==> src/rtl/cpu_mem_pkg.sv <==
// cpu_mem_pkg: shared memory-subsystem types and widths.
// Provides the response-owner encoding used by the unified arbiter and the
// data/byte-enable widths shared with the DMEM and IMEM wrappers.
package cpu_mem_pkg;
    localparam int DATA_W = 32;
    localparam int BE_W   = DATA_W / 8;
    typedef enum logic [1:0] {
        OWN_NONE = 2'd0,
        OWN_IF   = 2'd1,
        OWN_D    = 2'd2
    } owner_e;
endpackage

==> src/rtl/arb_starve_ctr.sv <==
// arb_starve_ctr: saturating fetch-starvation counter.
// Ports: clk/rst (async active-high); inc counts one denial; clr restarts the
// count and wins over inc; cnt is the current count; at_max flags cnt == MAX.
module arb_starve_ctr #(
    parameter int MAX = 4,
    parameter int W   = $clog2(MAX + 1)
) (
    input  logic         clk,
    input  logic         rst,
    input  logic         inc,
    input  logic         clr,
    output logic [W-1:0] cnt,
    output logic         at_max
);
    assign at_max = (cnt == W'(MAX));

    always_ff @(posedge clk or posedge rst) begin
        if (rst)
            cnt <= '0;
        else if (clr)
            cnt <= '0;
        else if (inc && !at_max)
            cnt <= cnt + 1'b1;
    end
endmodule

==> src/rtl/unified_mem_arbiter.sv <==
// unified_mem_arbiter: shares one single-port 1-cycle-latency BRAM between
// the fetch port (if_*) and the data port (d_*).
// Ports: if_req/if_addr -> if_gnt, if_rvalid/if_rdata (fetch read port);
// d_req/d_we/d_addr/d_wdata/d_be -> d_gnt, d_rvalid/d_rdata (data port);
// mem_en/mem_we/mem_addr/mem_wdata -> BRAM, mem_rdata <- BRAM.
// Data has fixed priority until fetch has been denied STARVE_MAX cycles in a
// row; read data returns to its owner the cycle after the grant.
module unified_mem_arbiter #(
    parameter int ADDR_W     = 10,
    parameter int DATA_W     = 32,
    parameter int STARVE_MAX = 4
) (
    input  logic                clk,
    input  logic                rst,
    input  logic                if_req,
    input  logic [ADDR_W-1:0]   if_addr,
    output logic                if_gnt,
    output logic                if_rvalid,
    output logic [DATA_W-1:0]   if_rdata,
    input  logic                d_req,
    input  logic                d_we,
    input  logic [ADDR_W-1:0]   d_addr,
    input  logic [DATA_W-1:0]   d_wdata,
    input  logic [DATA_W/8-1:0] d_be,
    output logic                d_gnt,
    output logic                d_rvalid,
    output logic [DATA_W-1:0]   d_rdata,
    output logic                mem_en,
    output logic [DATA_W/8-1:0] mem_we,
    output logic [ADDR_W-1:0]   mem_addr,
    output logic [DATA_W-1:0]   mem_wdata,
    input  logic [DATA_W-1:0]   mem_rdata
);
    import cpu_mem_pkg::*;

    localparam int CW = $clog2(STARVE_MAX + 1);

    logic [CW-1:0] starve_cnt;
    logic          fetch_pri;
    owner_e        owner, owner_nxt;

    // Counts only cycles where fetch asks and loses; any gap or win restarts it.
    arb_starve_ctr #(.MAX(STARVE_MAX), .W(CW)) u_ctr (
        .clk    (clk),
        .rst    (rst),
        .inc    (if_req & ~if_gnt),
        .clr    (~if_req | if_gnt),
        .cnt    (starve_cnt),
        .at_max (fetch_pri)
    );

    assign d_gnt     = d_req & ~(if_req & fetch_pri);
    assign if_gnt    = if_req & ~d_gnt;
    assign mem_en    = d_gnt | if_gnt;
    assign mem_addr  = d_gnt ? d_addr : (if_gnt ? if_addr : '0);
    assign mem_we    = (d_gnt & d_we) ? d_be : '0;
    assign mem_wdata = mem_en ? d_wdata : '0;

    // Writes never produce a response, so they leave no owner behind.
    always_comb begin
        owner_nxt = OWN_NONE;
        if (d_gnt)
            owner_nxt = d_we ? OWN_NONE : OWN_D;
        else if (if_gnt)
            owner_nxt = OWN_IF;
    end

    always_ff @(posedge clk or posedge rst) begin
        if (rst)
            owner <= OWN_NONE;
        else
            owner <= owner_nxt;
    end

    assign if_rvalid = (owner == OWN_IF);
    assign d_rvalid  = (owner == OWN_D);
    assign if_rdata  = if_rvalid ? mem_rdata : '0;
    assign d_rdata   = d_rvalid ? mem_rdata : '0;
endmodule

==> config.mk <==
export PLATFORM = sky130hd
export DESIGN_NAME = unified_mem_arbiter
export DESIGN_NICKNAME = d
export VERILOG_FILES = /design/src/rtl/cpu_mem_pkg.sv /design/src/rtl/arb_starve_ctr.sv /design/src/rtl/unified_mem_arbiter.sv
export SDC_FILE = /design/constraint.sdc
export NUM_CORES = 1
export LEC_CHECK = 0
export ABC_AREA = 1
export CORE_AREA = 2 2 80 82
export DETAILED_ROUTE_END_ITERATION = 6
export DIE_AREA = 0 0 82 84
export MAX_ROUTING_LAYER = met4
export PLACE_DENSITY = 0.88
export SYNTH_ARGS = -nofsm -noshare
export SYNTH_HDL_FRONTEND = slang
export SYNTH_SLANG_ARGS = --single-unit
==> constraint.sdc <==
create_clock -name clk -period 2.5 [get_ports clk]
set_input_delay 0.5 -clock clk [delete_from_list [all_inputs] [get_ports clk]]
set_output_delay 0.5 -clock clk [all_outputs]
set_load 0.005 [all_outputs]
==> results.py <==
metrics = {
    "pwr": {
        "seq_power_share_pct": 11.8,
        "power.total_w": 0.000729,
        "power_frac_comb_pct": 67.7,
        "power.density_mw_per_mm2": 208,
        "p_int_w": 0.000513,
        "p_sw_w": 0.000216,
        "clkPwrFrac_pct": 20.5,
        "power_leakage_nw": 1.66,
        "ir_drop_uv": 173,
        "swShare_pct": 29.6,
    },
    "cts": {
        "postCtsSetupRepairBufs": 0,
        "cts_root_buffer": "clkbuf_8",
        "clock_path_buffers": 2,
        "htree_levels": 1,
        "cts_tree": "done",
        "clock_sinks": 5,
        "clkLatencyLatePin_ns": 0.22,
        "clk_pin_slew_worst_paths_ns": 0.03,
        "postCtsHoldBufs": 0,
        "cts-buffers-inserted": 3,
    },
    "timing": {
        "drv_slew": 0,
        "period_share_pct": 96.5,
        "period_minus_slack_ns": 2.41,
        "max_slew_margin_pct": 73.8,
        "setup_violations": 0,
        "tightestPinTransition_ns": 0.393,
        "fmax_mhz": 414,
        "setup_ws_ns": 0.0865,
        "fin_skew_ns": 0.00107,
        "hold_violations": 0,
    },
    "global_routing": {
        "grt_max_degree": 34,
        "grt_pass1_wl_mm": 8.82,
        "grt_pass1_vias": 1991,
        "met3_usage_pct": 3.90,
        "grt_usage_pct": 16.6,
        "use_met2_pct": 32.2,
        "grt.met1_usage_pct": 15.3,
        "globalRouteOverflowTotal": 0,
        "antenna_found_initial": 0,
        "grt_busiest_layer": "met2",
    },
    "die": {
        "dieArea_sq_mm": 0.00689,
        "num_io_pins": 208,
        "start_util_pct": 21.7,
        "design.core.area_sq_mm": 0.00610,
        "die_h_um": 84,
        "die_w_um": 82,
        "num_rows": 29,
    },
    "routing": {
        "totalWireLength_mm": 5.90,
        "drc": 0,
        "num_vias": 2106,
        "wl_per_cell_um": 11.2,
        "ant_nets": 0,
        "post_drt_via_cell_ratio": 4.00,
        "drtIter0Drc": 27,
        "dr.pass1.iters": 4,
    },
    "setup_path": {
        "crit_arrival_ns": 1.91,
        "crit_type": "primary input to primary output",
        "rr_worst_depth": 6,
        "rr_endpoint": "owner[1]",
        "r2r_slack_ns": 1.28,
        "startpoint": "d_req",
        "end_kind": "primary output",
        "worstSetupPathDepth": 5,
        "cp.buffers_inverters": 3,
        "cp_cell_sequence": "dlygate4sd2_1 > buf_4 > nand3_1 > nor2_1 > clkdlybuf4s50_1",
        "cp-start-kind": "primary input",
        "endpoint": "mem_we[2]",
        "crit_required_ns": 2.00,
        "slowest_delay_ns": 0.52,
        "cp_top_family": "buffers and inverters",
        "path_max_fanout": 5,
        "crit_slowest_cell": "clkdlybuf4s50_1",
        "r2r-start": "u_ctr.cnt[0]",
    },
    "final_layout": {
        "utilization_pct": 57.6,
        "area_growth_pct": 166,
        "nNetsFinal": 546,
        "final_area_sq_mm": 0.00351,
        "layout-drive-gt1-share_pct": 10.2,
        "diodes": 0,
    },
    "yosys": {
        "syn_avg_cell_area_sq_um": 5.41,
        "yosysMostFrequentCell": "inv_1",
        "syn-num-nets": 339,
        "synth_common_cells": "inv_1, nor2_1, nand2_1, nor2_4, nand3_1",
        "yosys.area.top_type": "inv_1",
        "synth_area_leaders": "inv_1, nor2_1, nor2_4",
        "synth.distinct_cells": 16,
        "ys_ff_latch": 5,
        "synth_top_area_share_pct": 22.2,
        "postSynthCellCount": 244,
        "synth_enable_flop_cells": 0,
        "async_flop_share_pct": 100,
        "yosysWarnings": 0,
        "synth_top_flop_cell": "dfrtp_1",
        "seq_area_frac_synth_pct": 9.48,
        "syn_area_sq_mm": 0.00132,
    },
    "worst_hold_path": {
        "hp-class": "flip-flop to flip-flop",
    },
    "placement": {
        "placed_cell_area_sq_mm": 0.00344,
        "numPortBuffers": 207,
        "post-place-ws_ns": -0.170,
        "hpwl_mm": 5.06,
        "gp_congestion": 0.746,
    },
    "run_status": {
        "outcome": "completed",
    },
    "flow_run": {
        "maxCapViolations": 0,
    },
}
-- worst min path at each step --
stage            startpoint  cells after the start           end
3_3_place_gp   u_ctr.cnt[0]                      1  u_ctr.cnt[0]
4_1_cts        u_ctr.cnt[0]                      1  u_ctr.cnt[0]
6_report       u_ctr.cnt[0]                      1  u_ctr.cnt[0]
5_1_grt        u_ctr.cnt[0]                      1  u_ctr.cnt[0]
2_1_floorplan           rst                      1      owner[0]
3_5_place_dp   u_ctr.cnt[0]                      1  u_ctr.cnt[0]
-- metrics by stage --
step,hold slack (ns),std cells,TNS [ns]
floorplan,0.279,244,0
global placement,0.446,522,-4.12
detailed placement,0.453,522,-5.49
CTS,0.457,527,0
global route,0.491,527,-0.0187
finish,0.454,527,0
-- power by group through the flow --
stage               clock, W  combinational (W)  sequential [W]
finish              0.000149           0.000494       0.0000862
global route        0.000161           0.000536       0.0000865
CTS                 0.000153           0.000496       0.0000862
detailed placement         0           0.000493       0.0000872
global placement           0           0.000486       0.0000870
floorplan                  0           0.000162       0.0000868
-- flip-flops by register name, indices dropped and copies added (netlist names) --
signal,flops
owner,2
u_ctr.cnt,3
-- repair_timing --
item	CTS	global route
gates cloned	1	0
pin swaps	1	1
endpoints found under the setup margin	48	21
hold endpoints to repair	0	0
resized for setup	2	6
-- placed cells by master (no fill, tap or decap) --
cell type	synthesis	routed
clkdlybuf4s50_1	0	205
inv_1	78	78
nor2_1	75	75
nand2_1	23	22
nor2_4	21	22
nand3_1	13	13
nor2_2	9	9
buf_4	0	6
dfrtp_1	5	5
clkbuf_8	0	3
nand2_2	0	1
xnor2_1	1	1
or2_2	0	1
a21oi_4	0	1
a21oi_1	1	1
ha_2	0	1
ha_1	2	1
clkbuf_1	0	1
dlygate4sd2_1	0	1
clkdlybuf4s15_1	0	1
buf_6	2	1
buf_12	2	1
-- logic make-up after synthesis --
family / count (synthesis) / share of synthesized area (%)
compound gates: 2 / 1.04
xor+xnor: 1 / 0.664
fa+ha+maj: 2 / 1.90
buf+inv: 92 / 31.5
flops: 5 / 9.48
simple gates: 142 / 55.5
-- metal layers --
layer  vias to the layer above  share of wire, %  wire (um)
met4                         0               2.0        119
met2                       128                54       3180
li1                       1072                 -          -
met1                       900                33       1950
met5                         -                 0          0
met3                         6                11        649
-- area by class of cell --
| cell class | count | area, sq um |
|---|---|---|
| clock buffers | 4 | 45.0 |
| inverters | 78 | 293 |
| well taps | 77 | 96.3 |
| fillers | 520 | 2590 |
| repair buffers | 215 | 2150 |
| multi-input cells | 148 | 803 |
| flip-flops and latches | 5 | 125 |
Power figures use the tool's default switching activity.
